--- src/rtl/fpu_op_sequencer.sv ---
// rtl/fpu_op_sequencer.sv - queued FPU operation sequencer with timeout and in-order tagged responses
// Requests wait in a FIFO; each is issued over the start/operand protocol and answered over rsp_*.
module fpu_op_sequencer #(
  parameter int WIDTH   = 32,
  parameter int DEPTH   = 4,
  parameter int TAG_W   = 4,
  parameter int TIMEOUT = 64
) (
  input  logic                       clk,
  input  logic                       rst,
  input  logic                       req_valid,
  output logic                       req_ready,
  input  logic [1:0]                 req_op,
  input  logic [WIDTH-1:0]           req_a,
  input  logic [WIDTH-1:0]           req_b,
  input  logic [TAG_W-1:0]           req_tag,
  output logic                       fpu_start,
  output logic [1:0]                 fpu_op,
  output logic [WIDTH-1:0]           fpu_operand,
  input  logic                       fpu_ready_answer,
  input  logic                       fpu_error,
  input  logic [WIDTH-1:0]           fpu_answer,
  output logic                       rsp_valid,
  input  logic                       rsp_ready,
  output logic [WIDTH-1:0]           rsp_y,
  output logic [TAG_W-1:0]           rsp_tag,
  output logic [1:0]                 rsp_err,
  output logic [$clog2(DEPTH+1)-1:0] count,
  output logic                       busy
);
  localparam int PW = $clog2(DEPTH);
  localparam int CW = $clog2(DEPTH+1);
  localparam int TW = $clog2(TIMEOUT+1);
  localparam logic [1:0] OP_NOP  = 2'd0;
  localparam logic [1:0] ERR_OK  = 2'd0;
  localparam logic [1:0] ERR_FPU = 2'd1;
  localparam logic [1:0] ERR_TMO = 2'd2;

  typedef enum logic [2:0] {IDLE, SEND_A, SEND_B, WAIT, RESP} state_t;
  state_t state, state_d;

  logic [1:0]       op_mem  [DEPTH];
  logic [WIDTH-1:0] a_mem   [DEPTH];
  logic [WIDTH-1:0] b_mem   [DEPTH];
  logic [TAG_W-1:0] tag_mem [DEPTH];
  logic [PW-1:0]    wr_ptr, rd_ptr;
  logic [CW-1:0]    cnt;
  logic             push, pop;

  logic [WIDTH-1:0] b_r, b_d;
  logic [TAG_W-1:0] tag_r, tag_d;
  logic [TW-1:0]    wcnt, wcnt_d;
  logic             start_d, rv_d;
  logic [1:0]       fop_d, err_d;
  logic [WIDTH-1:0] operand_d, y_d;
  logic [TAG_W-1:0] rtag_d;

  assign req_ready = (cnt != CW'(DEPTH));
  assign push      = req_valid && req_ready;
  assign pop       = (state == IDLE) && (cnt != '0);
  assign count     = cnt;
  assign busy      = (state != IDLE);

  always_ff @(posedge clk) begin
    if (rst) begin
      wr_ptr <= '0;
      rd_ptr <= '0;
      cnt    <= '0;
    end else begin
      if (push) wr_ptr <= wr_ptr + PW'(1);
      if (pop)  rd_ptr <= rd_ptr + PW'(1);
      case ({push, pop})
        2'b10:   cnt <= cnt + CW'(1);
        2'b01:   cnt <= cnt - CW'(1);
        default: cnt <= cnt;
      endcase
    end
  end

  // Storage needs no reset: occupancy alone decides what is valid.
  always_ff @(posedge clk) begin
    if (push) begin
      op_mem[wr_ptr]  <= req_op;
      a_mem[wr_ptr]   <= req_a;
      b_mem[wr_ptr]   <= req_b;
      tag_mem[wr_ptr] <= req_tag;
    end
  end

  always_ff @(posedge clk) begin
    if (rst) begin
      state       <= IDLE;
      b_r         <= '0;
      tag_r       <= '0;
      wcnt        <= '0;
      fpu_start   <= 1'b0;
      fpu_op      <= 2'd0;
      fpu_operand <= '0;
      rsp_valid   <= 1'b0;
      rsp_y       <= '0;
      rsp_tag     <= '0;
      rsp_err     <= ERR_OK;
    end else begin
      state       <= state_d;
      b_r         <= b_d;
      tag_r       <= tag_d;
      wcnt        <= wcnt_d;
      fpu_start   <= start_d;
      fpu_op      <= fop_d;
      fpu_operand <= operand_d;
      rsp_valid   <= rv_d;
      rsp_y       <= y_d;
      rsp_tag     <= rtag_d;
      rsp_err     <= err_d;
    end
  end

  // Next values of the registered outputs are computed here so each output appears one cycle after its state decision.
  always_comb begin
    state_d   = state;
    b_d       = b_r;
    tag_d     = tag_r;
    wcnt_d    = wcnt;
    start_d   = 1'b0;
    fop_d     = fpu_op;
    operand_d = '0;
    rv_d      = rsp_valid;
    y_d       = rsp_y;
    rtag_d    = rsp_tag;
    err_d     = rsp_err;
    case (state)
      IDLE: begin
        if (pop) begin
          b_d   = b_mem[rd_ptr];
          tag_d = tag_mem[rd_ptr];
          if (op_mem[rd_ptr] == OP_NOP) begin
            state_d = RESP;
            rv_d    = 1'b1;
            y_d     = '0;
            rtag_d  = tag_mem[rd_ptr];
            err_d   = ERR_OK;
          end else begin
            state_d   = SEND_A;
            start_d   = 1'b1;
            fop_d     = op_mem[rd_ptr];
            operand_d = a_mem[rd_ptr];
          end
        end
      end
      SEND_A: begin
        state_d   = SEND_B;
        operand_d = b_r;
      end
      SEND_B: begin
        state_d = WAIT;
        wcnt_d  = '0;
      end
      WAIT: begin
        wcnt_d = wcnt + TW'(1);
        if (fpu_ready_answer) begin
          state_d = RESP;
          rv_d    = 1'b1;
          y_d     = fpu_error ? '1 : fpu_answer;
          err_d   = fpu_error ? ERR_FPU : ERR_OK;
          rtag_d  = tag_r;
          fop_d   = 2'd0;
        end else if (wcnt == TW'(TIMEOUT-1)) begin
          state_d = RESP;
          rv_d    = 1'b1;
          y_d     = '1;
          err_d   = ERR_TMO;
          rtag_d  = tag_r;
          fop_d   = 2'd0;
        end
      end
      RESP: begin
        if (rsp_ready) begin
          state_d = IDLE;
          rv_d    = 1'b0;
        end
      end
      default: state_d = IDLE;
    endcase
  end
endmodule

--- config.mk ---
export PLATFORM = sky130hd
export DESIGN_NAME = fpu_op_sequencer
export DESIGN_NICKNAME = d
export VERILOG_FILES = /design/src/rtl/fpu_op_sequencer.sv
export SDC_FILE = /design/constraint.sdc
export NUM_CORES = 1
export LEC_CHECK = 0
export BUFFER_PORTS_ARGS = -buffer_cell sky130_fd_sc_hd__buf_2
export CAP_MARGIN = 20
export CORE_MARGIN = 10
export CORE_UTILIZATION = 35
export DETAILED_ROUTE_END_ITERATION = 10
export MAX_ROUTING_LAYER = met4
export PLACE_DENSITY = 0.55
export SLEW_MARGIN = 40
export SYNTH_ARGS = -nofsm -noshare
export SYNTH_HDL_FRONTEND = slang
export SYNTH_SLANG_ARGS = --single-unit
--- constraint.sdc ---
create_clock -name clk -period 7.56 [get_ports clk]
set_input_delay 1.512 -clock clk [delete_from_list [all_inputs] [get_ports clk]]
set_output_delay 1.512 -clock clk [all_outputs]
set_load 0.02 [all_outputs]
==> flow_summary.yaml, run 1 <==
clock_tree:
  clk-insertion-delay-late_ps: 560
  postCtsSetupRepairBufs: 0
  cts_resized: 0
  clockRootBuffer: "clkbuf_16"
  clk_path_buf_depth: 3
  htree_levels: 2
  clk_pin_slew_worst_paths_ps: 60
  cts_buffers: 43
  numClockSinks: 409
  holdBufCountCts: 0
  cts_tree: "yes"
logic_synthesis:
  syn_inst: 911
  synth_fp_nets: 1026
  synth_edf_count: 280
  ys_ff_latch: 409
  yosys.area.top_type: "edfxtp_1"
  synth_area_leaders: "edfxtp_1 (55%), dfxtp_1 (17%), mux4_2 (9.7%)"
  synth.most_common_cell: "edfxtp_1"
  synthArstFlopShare_pct: 0
  synth_common_cells: "edfxtp_1 (280), dfxtp_1 (129), nor2_1 (89), nand2_1 (87), mux4_2 (65)"
  syn-mean-instance-area_sq_um: 16.64
  synth-warning-count: 0
  yosys.cell_types.count: 52
  yosysSeqAreaShare_pct: 72.49
  syn_area_sq_mm: 0.01516
  synth_top_area_share_pct: 55.45
  synthFlopType: "edfxtp_1"
critical_path:
  max_stage_delay_ps: 460
  crit_chain: "nor3_4 -> inv_1 -> buf_2"
  cp_data_arrival_time_ps: 1810
  required_ps: 6050
  crit_path_max_fanout: 13
  path_delay_family: "flip-flops"
  crit_buf_inv: 2
  cp_slowest_cell: "dfxtp_1"
  critPathLaunch: "state[0]$_SDFFE_PP0P_"
  reg2reg_depth: 9
  critPathLaunchType: "flop"
  rrSetupSlack_ps: 4300
  reg2reg_from: "state[0]$_SDFFE_PP0P_"
  r2r_end: "count[2]$_SDFFE_PP0P_"
  worstSetupEndpointType: "output port"
  critPathKind: "reg -> out"
job:
  max_cap_viol_count: 0
global_route:
  met3_usage_pct: 3.524
  grt_pass1_vias: 8730
  grt_util_all_layers_pct: 13.85
  grt_pass1_wl_mm: 54.25
  grt_use_met1_pct: 16.58
  grt_max_degree: 66
  grt_remaining_overflow: 0
  antenna_found_initial: 14
  met2_usage_pct: 22.68
  busiest_layer: "met2"
floorplanning:
  dieWidth_um: 228.1
  fp-row-count: 76
  pin_count: 187
  start_util_pct: 35.28
  core_sq_mm: 0.04298
  die_h_um: 228.1
  die_area_sq_mm: 0.05205
final_layout:
  synthToLayoutAreaGrowth_pct: 20.10
  stdcell_area_sq_mm: 0.01821
  nNetsFinal: 1215
  final_util_pct: 42.37
  layout-drive-gt1-share_pct: 33.60
sta:
  min_period_ps: 3322
  hold_violations: 0
  timing.final.crit_share_pct: 43.94
  rsz0062_at_grt: "no"
  setup_violations: 0
  worst_pin_slew_ps: 797.5
  fmax_mhz: 301.0
  finClkSkew_ps: 14.48
  slew_violations: 0
  whs_ps: 453.5
  tns_ps: 0
  slew_headroom_pct: 46.84
detailed_routing:
  drt_wl_total_mm: 35.33
  firstDrtPassIters: 4
  drt_drc_violations_left: 0
  viasPerCell: 4.866
  ant_nets: 0
  drtIter0Drc: 488
  via_count: 8408
  wl_per_cell_um: 20.45
run_status:
  status: "complete, no violations"
power:
  p_leak_uw: 0.006384
  power_density_mw_per_mm2: 362.8
  peakVddDrop_mv: 0.1780
worst_hold_path:
  min_path_type: "reg -> reg"
  min_to: "tag_r[2]$_SDFFE_PP0N_"
  hold_start: "tag_r[2]$_SDFFE_PP0N_"
  hold_depth: 2
placed_design:
  globalplace.congestion: 0.7555
  hpwl_mm: 22.00
  dpl_cell_area_sq_mm: 0.01675
  numPortBuffers: 186
==> stage by stage <==
step / worst slack (ps) / instances / power (uW)
finish: 4238 / 1728 / 6607
global route: 4088 / 1728 / 6961
CTS: 4226 / 1717 / 6701
detailed placement: 4257 / 1638 / 4623
global placement: 3676 / 1636 / 4564
floorplan: 3932 / 911 / 4074
==> worst reg2reg max path, cell delays in order, from the launching register on <==
cell and delay (ps):
dfxtp_1 460, nor3_4 430, nand2b_4 410, inv_4 560
ha_1 300, inv_1 60, fa_1 370, xor2_1 150
or3_1 300, a21oi_1 140
==> cells in the final DEF, fill, tap and decap left out, types with 11 or more instances in the layout <==
master / count
o2bb2ai_2: 30
a22oi_1: 32
nand2_1: 86
nor2_1: 88
inv_1: 12
edfxtp_1: 280
a21oi_1: 52
dfxtp_1: 125
buf_2: 185
clkbuf_1: 11
mux4_2: 65
clkbuf_16: 43
==> sequential cells by signal, summed over array words and instances (netlist names), 2 cells and up, named ones only <==
register	cells
a_mem	128
b_mem	128
b_r	32
count	3
fpu_op	2
fpu_operand	32
op_mem	8
rd_ptr	2
rsp_err	2
rsp_tag	4
rsp_y	32
state	3
tag_mem	16
tag_r	4
wcnt	7
wr_ptr	2
==> worst max-delay path by stage <==
stage | endpoint | slack (ps) | cells past startpoint
floorplan | a_mem[0][0]$_DFFE_PP_ | 3930 | 1
global placement | count[2]$_SDFFE_PP0P_ | 3680 | 9
detailed placement | a_mem[3][3]$_DFFE_PP_ | 4260 | 3
CTS | busy | 4230 | 3
global route | count[2]$_SDFFE_PP0P_ | 4090 | 9
finish | busy | 4240 | 3
==> logic make-up (layout without fill, tap and decap cells) <==
kind of cell,count (synthesis),count (layout),synth area share (%)
flip-flops,409,409,72.49
AND/OR/NAND/NOR,205,205,5.694
AO/OA/AOI/OAI,142,142,8.021
multiplexers,74,74,10.79
buffers and inverters,68,291,2.038
adder cells (fa/ha/maj),7,7,0.6272
XOR/XNOR,6,6,0.3467
other,0,9,0
==> power by group <==
part	total [uW]	switching (uW)	internal, uW
Combinational	1570	978	595
Sequential	2970	193	2780
Clock	2060	858	1210
==> per-layer routing <==
layer	share of wire, %	wire length [um]	up-vias
met5	0	0	-
met4	2.0	713	0
met2	50	17730	213
met3	5.8	2062	57
met1	42	14820	4256
li1	-	-	3882
==> final cells by class <==
type	instances	area, sq um
antenna	9	22.52
clock buffer	59	1186
clock inverter	20	207.7
fill	3937	24770
inverter	13	51.30
multi-input combinational	434	3918
sequential	409	11000
tap	585	732.0
timing repair buffer	199	1092
Note: power is estimated with default switching activity, not from simulation.
==> run 2: changes to the inputs <==
--- a/config.mk
+++ b/config.mk
@@ -11,7 +11,7 @@
 export CORE_UTILIZATION = 35
 export DETAILED_ROUTE_END_ITERATION = 10
 export MAX_ROUTING_LAYER = met4
-export PLACE_DENSITY = 0.55
+export PLACE_DENSITY = 0.57
 export SLEW_MARGIN = 40
 export SYNTH_ARGS = -nofsm -noshare
 export SYNTH_HDL_FRONTEND = slang
==> constraint.sdc (replaced) <==
create_clock -name clk -period 2.9 [get_ports clk]
set_input_delay 0.58 -clock clk [delete_from_list [all_inputs] [get_ports clk]]
set_output_delay 0.58 -clock clk [all_outputs]
set_load 0.02 [all_outputs]
==> flow_summary.yaml, run 2 (synthesis gave the netlist of run 1 again) <==
final_layout:
  final_cell_mix: "edfxtp_1 (280), buf_2 (185), dfxtp_1 (125)"
  top_regs: "a_mem x128, b_mem x128"
  final_util_pct: 42.75
  layout-drive-gt1-share_pct: 35.20
  nNetsFinal: 1226
  synthToLayoutAreaGrowth_pct: 21.20
  final_common_cell: "edfxtp_1"
floorplanning:
  start_util_pct: 35.28
  die_area_sq_mm: 0.05205
  core_sq_mm: 0.04298
  pin_count: 187
  die_h_um: 228.1
  fp-row-count: 76
  dieWidth_um: 228.1
sta:
  fmax_mhz: 431.6
  slew_headroom_pct: 50.74
  rsz0062_at_grt: "no"
  worst_pin_slew_ps: 738.9
  slew_violations: 0
  hold_violations: 0
  tns_ps: 0
  finClkSkew_ps: 15.51
  timing.final.crit_share_pct: 79.90
  min_period_ps: 2317
  setup_violations: 0
  setup_slack_ps: 583.0
critical_path:
  cp_data_arrival_time_ps: 1740
  path_delay_family: "flip-flops"
  crit_chain: "nor3_4 -> buf_4 -> inv_1 -> buf_2"
  worstSetupEndpointType: "output port"
  required_ps: 2320
  crit_buf_inv: 3
  critPathKind: "reg -> out"
  cp_slowest_cell: "dfxtp_1"
  crit_path_max_fanout: 13
  max_stage_delay_ps: 630
  critPathLaunchType: "flop"
detailed_routing:
  firstDrtPassIters: 5
  ant_nets: 0
  viasPerCell: 4.866
  via_count: 8472
  drt_wl_total_mm: 36.07
  drt_drc_violations_left: 0
  wl_per_cell_um: 20.72
  drtIter0Drc: 535
global_route:
  grt_max_degree: 41
  grt_util_all_layers_pct: 14.17
  antenna_found_initial: 13
  grt_remaining_overflow: 0
  grt_pass1_wl_mm: 55.51
  grt_pass1_vias: 8931
placed_design:
  post-place-ws_ps: 632.1
  numPortBuffers: 186
  globalplace.congestion: 0.7656
  hpwl_mm: 22.99
clock_tree:
  cts_buffers: 43
  holdBufCountCts: 0
  clk_pin_slew_worst_paths_ps: 60
  numClockSinks: 409
  postCtsSetupRepairBufs: 0
  htree_levels: 2
  cts_tree: "yes"
  clk-insertion-delay-late_ps: 570
  cts_resized: 0
  clk_path_buf_depth: 3
  clockRootBuffer: "clkbuf_16"
power:
  power.total_uw: 17520
  peakVddDrop_mv: 0.5059
  power_density_mw_per_mm2: 953.5
  p_leak_uw: 0.006469
run_status:
  status: "complete, no violations"
worst_hold_path:
  min_path_type: "in -> reg"
job:
  max_cap_viol_count: 0
run 2: area by class of cell:
type | count | area, sq um
timing repair buffer | 210 | 1200
sequential | 409 | 11000
inverter | 13 | 48.80
tap | 585 | 732.0
multi-input combinational | 434 | 3905
clock buffer | 59 | 1236
clock inverter | 20 | 226.5
fill | 3918 | 24600
antenna | 11 | 27.53
run 2: final timing paths:
path / from / end / slack, ps / cells past startpoint
max: state[0]$_SDFFE_PP0P_ / busy / 580 / 4
min: req_b[29] / b_mem[3][29]$_DFFE_PP_ / 230 / 1
max reg2reg: count[0]$_SDFFE_PP0P_ / count[2]$_SDFFE_PP0P_ / 640 / 10
min reg2reg: tag_r[2]$_SDFFE_PP0N_ / tag_r[2]$_SDFFE_PP0N_ / 450 / 2
run 2: per-stage QoR:
stage,std cells,area (sq um),hold slack [ps]
detailed placement,1651,16880,442.0
floorplan,911,15170,435.7
global route,1738,18370,207.7
global placement,1650,16860,441.0
finish,1741,18380,228.6
CTS,1730,18350,199.5
run 2: worst reg2reg max path: stages (launching register included):
cell and delay, ps:
dfxtp_1 340, inv_1 110, nand3_1 180, and2_1 250
inv_1 80, ha_1 180, inv_1 60, fa_1 380
xor2_1 160, or3_1 300, a21oi_1 140
run 2: power by group:
part | internal (uW) | switching (uW) | leakage (uW) | total (uW)
registers | 7230 | 477 | 0.00362 | 7710
logic | 1600 | 2610 | 0.00213 | 4210
clock network | 3360 | 2240 | 0.000721 | 5600
run 2: layer usage:
layer  vias to the layer above  global-route usage (%)  wire [um]
met2                       236                   22.70      17640
met1                      4265                   17.35      15350
met4                         0                   4.291        798
li1                       3913                       -          -
met5                         -                       -          0
met3                        58                   3.735       2279
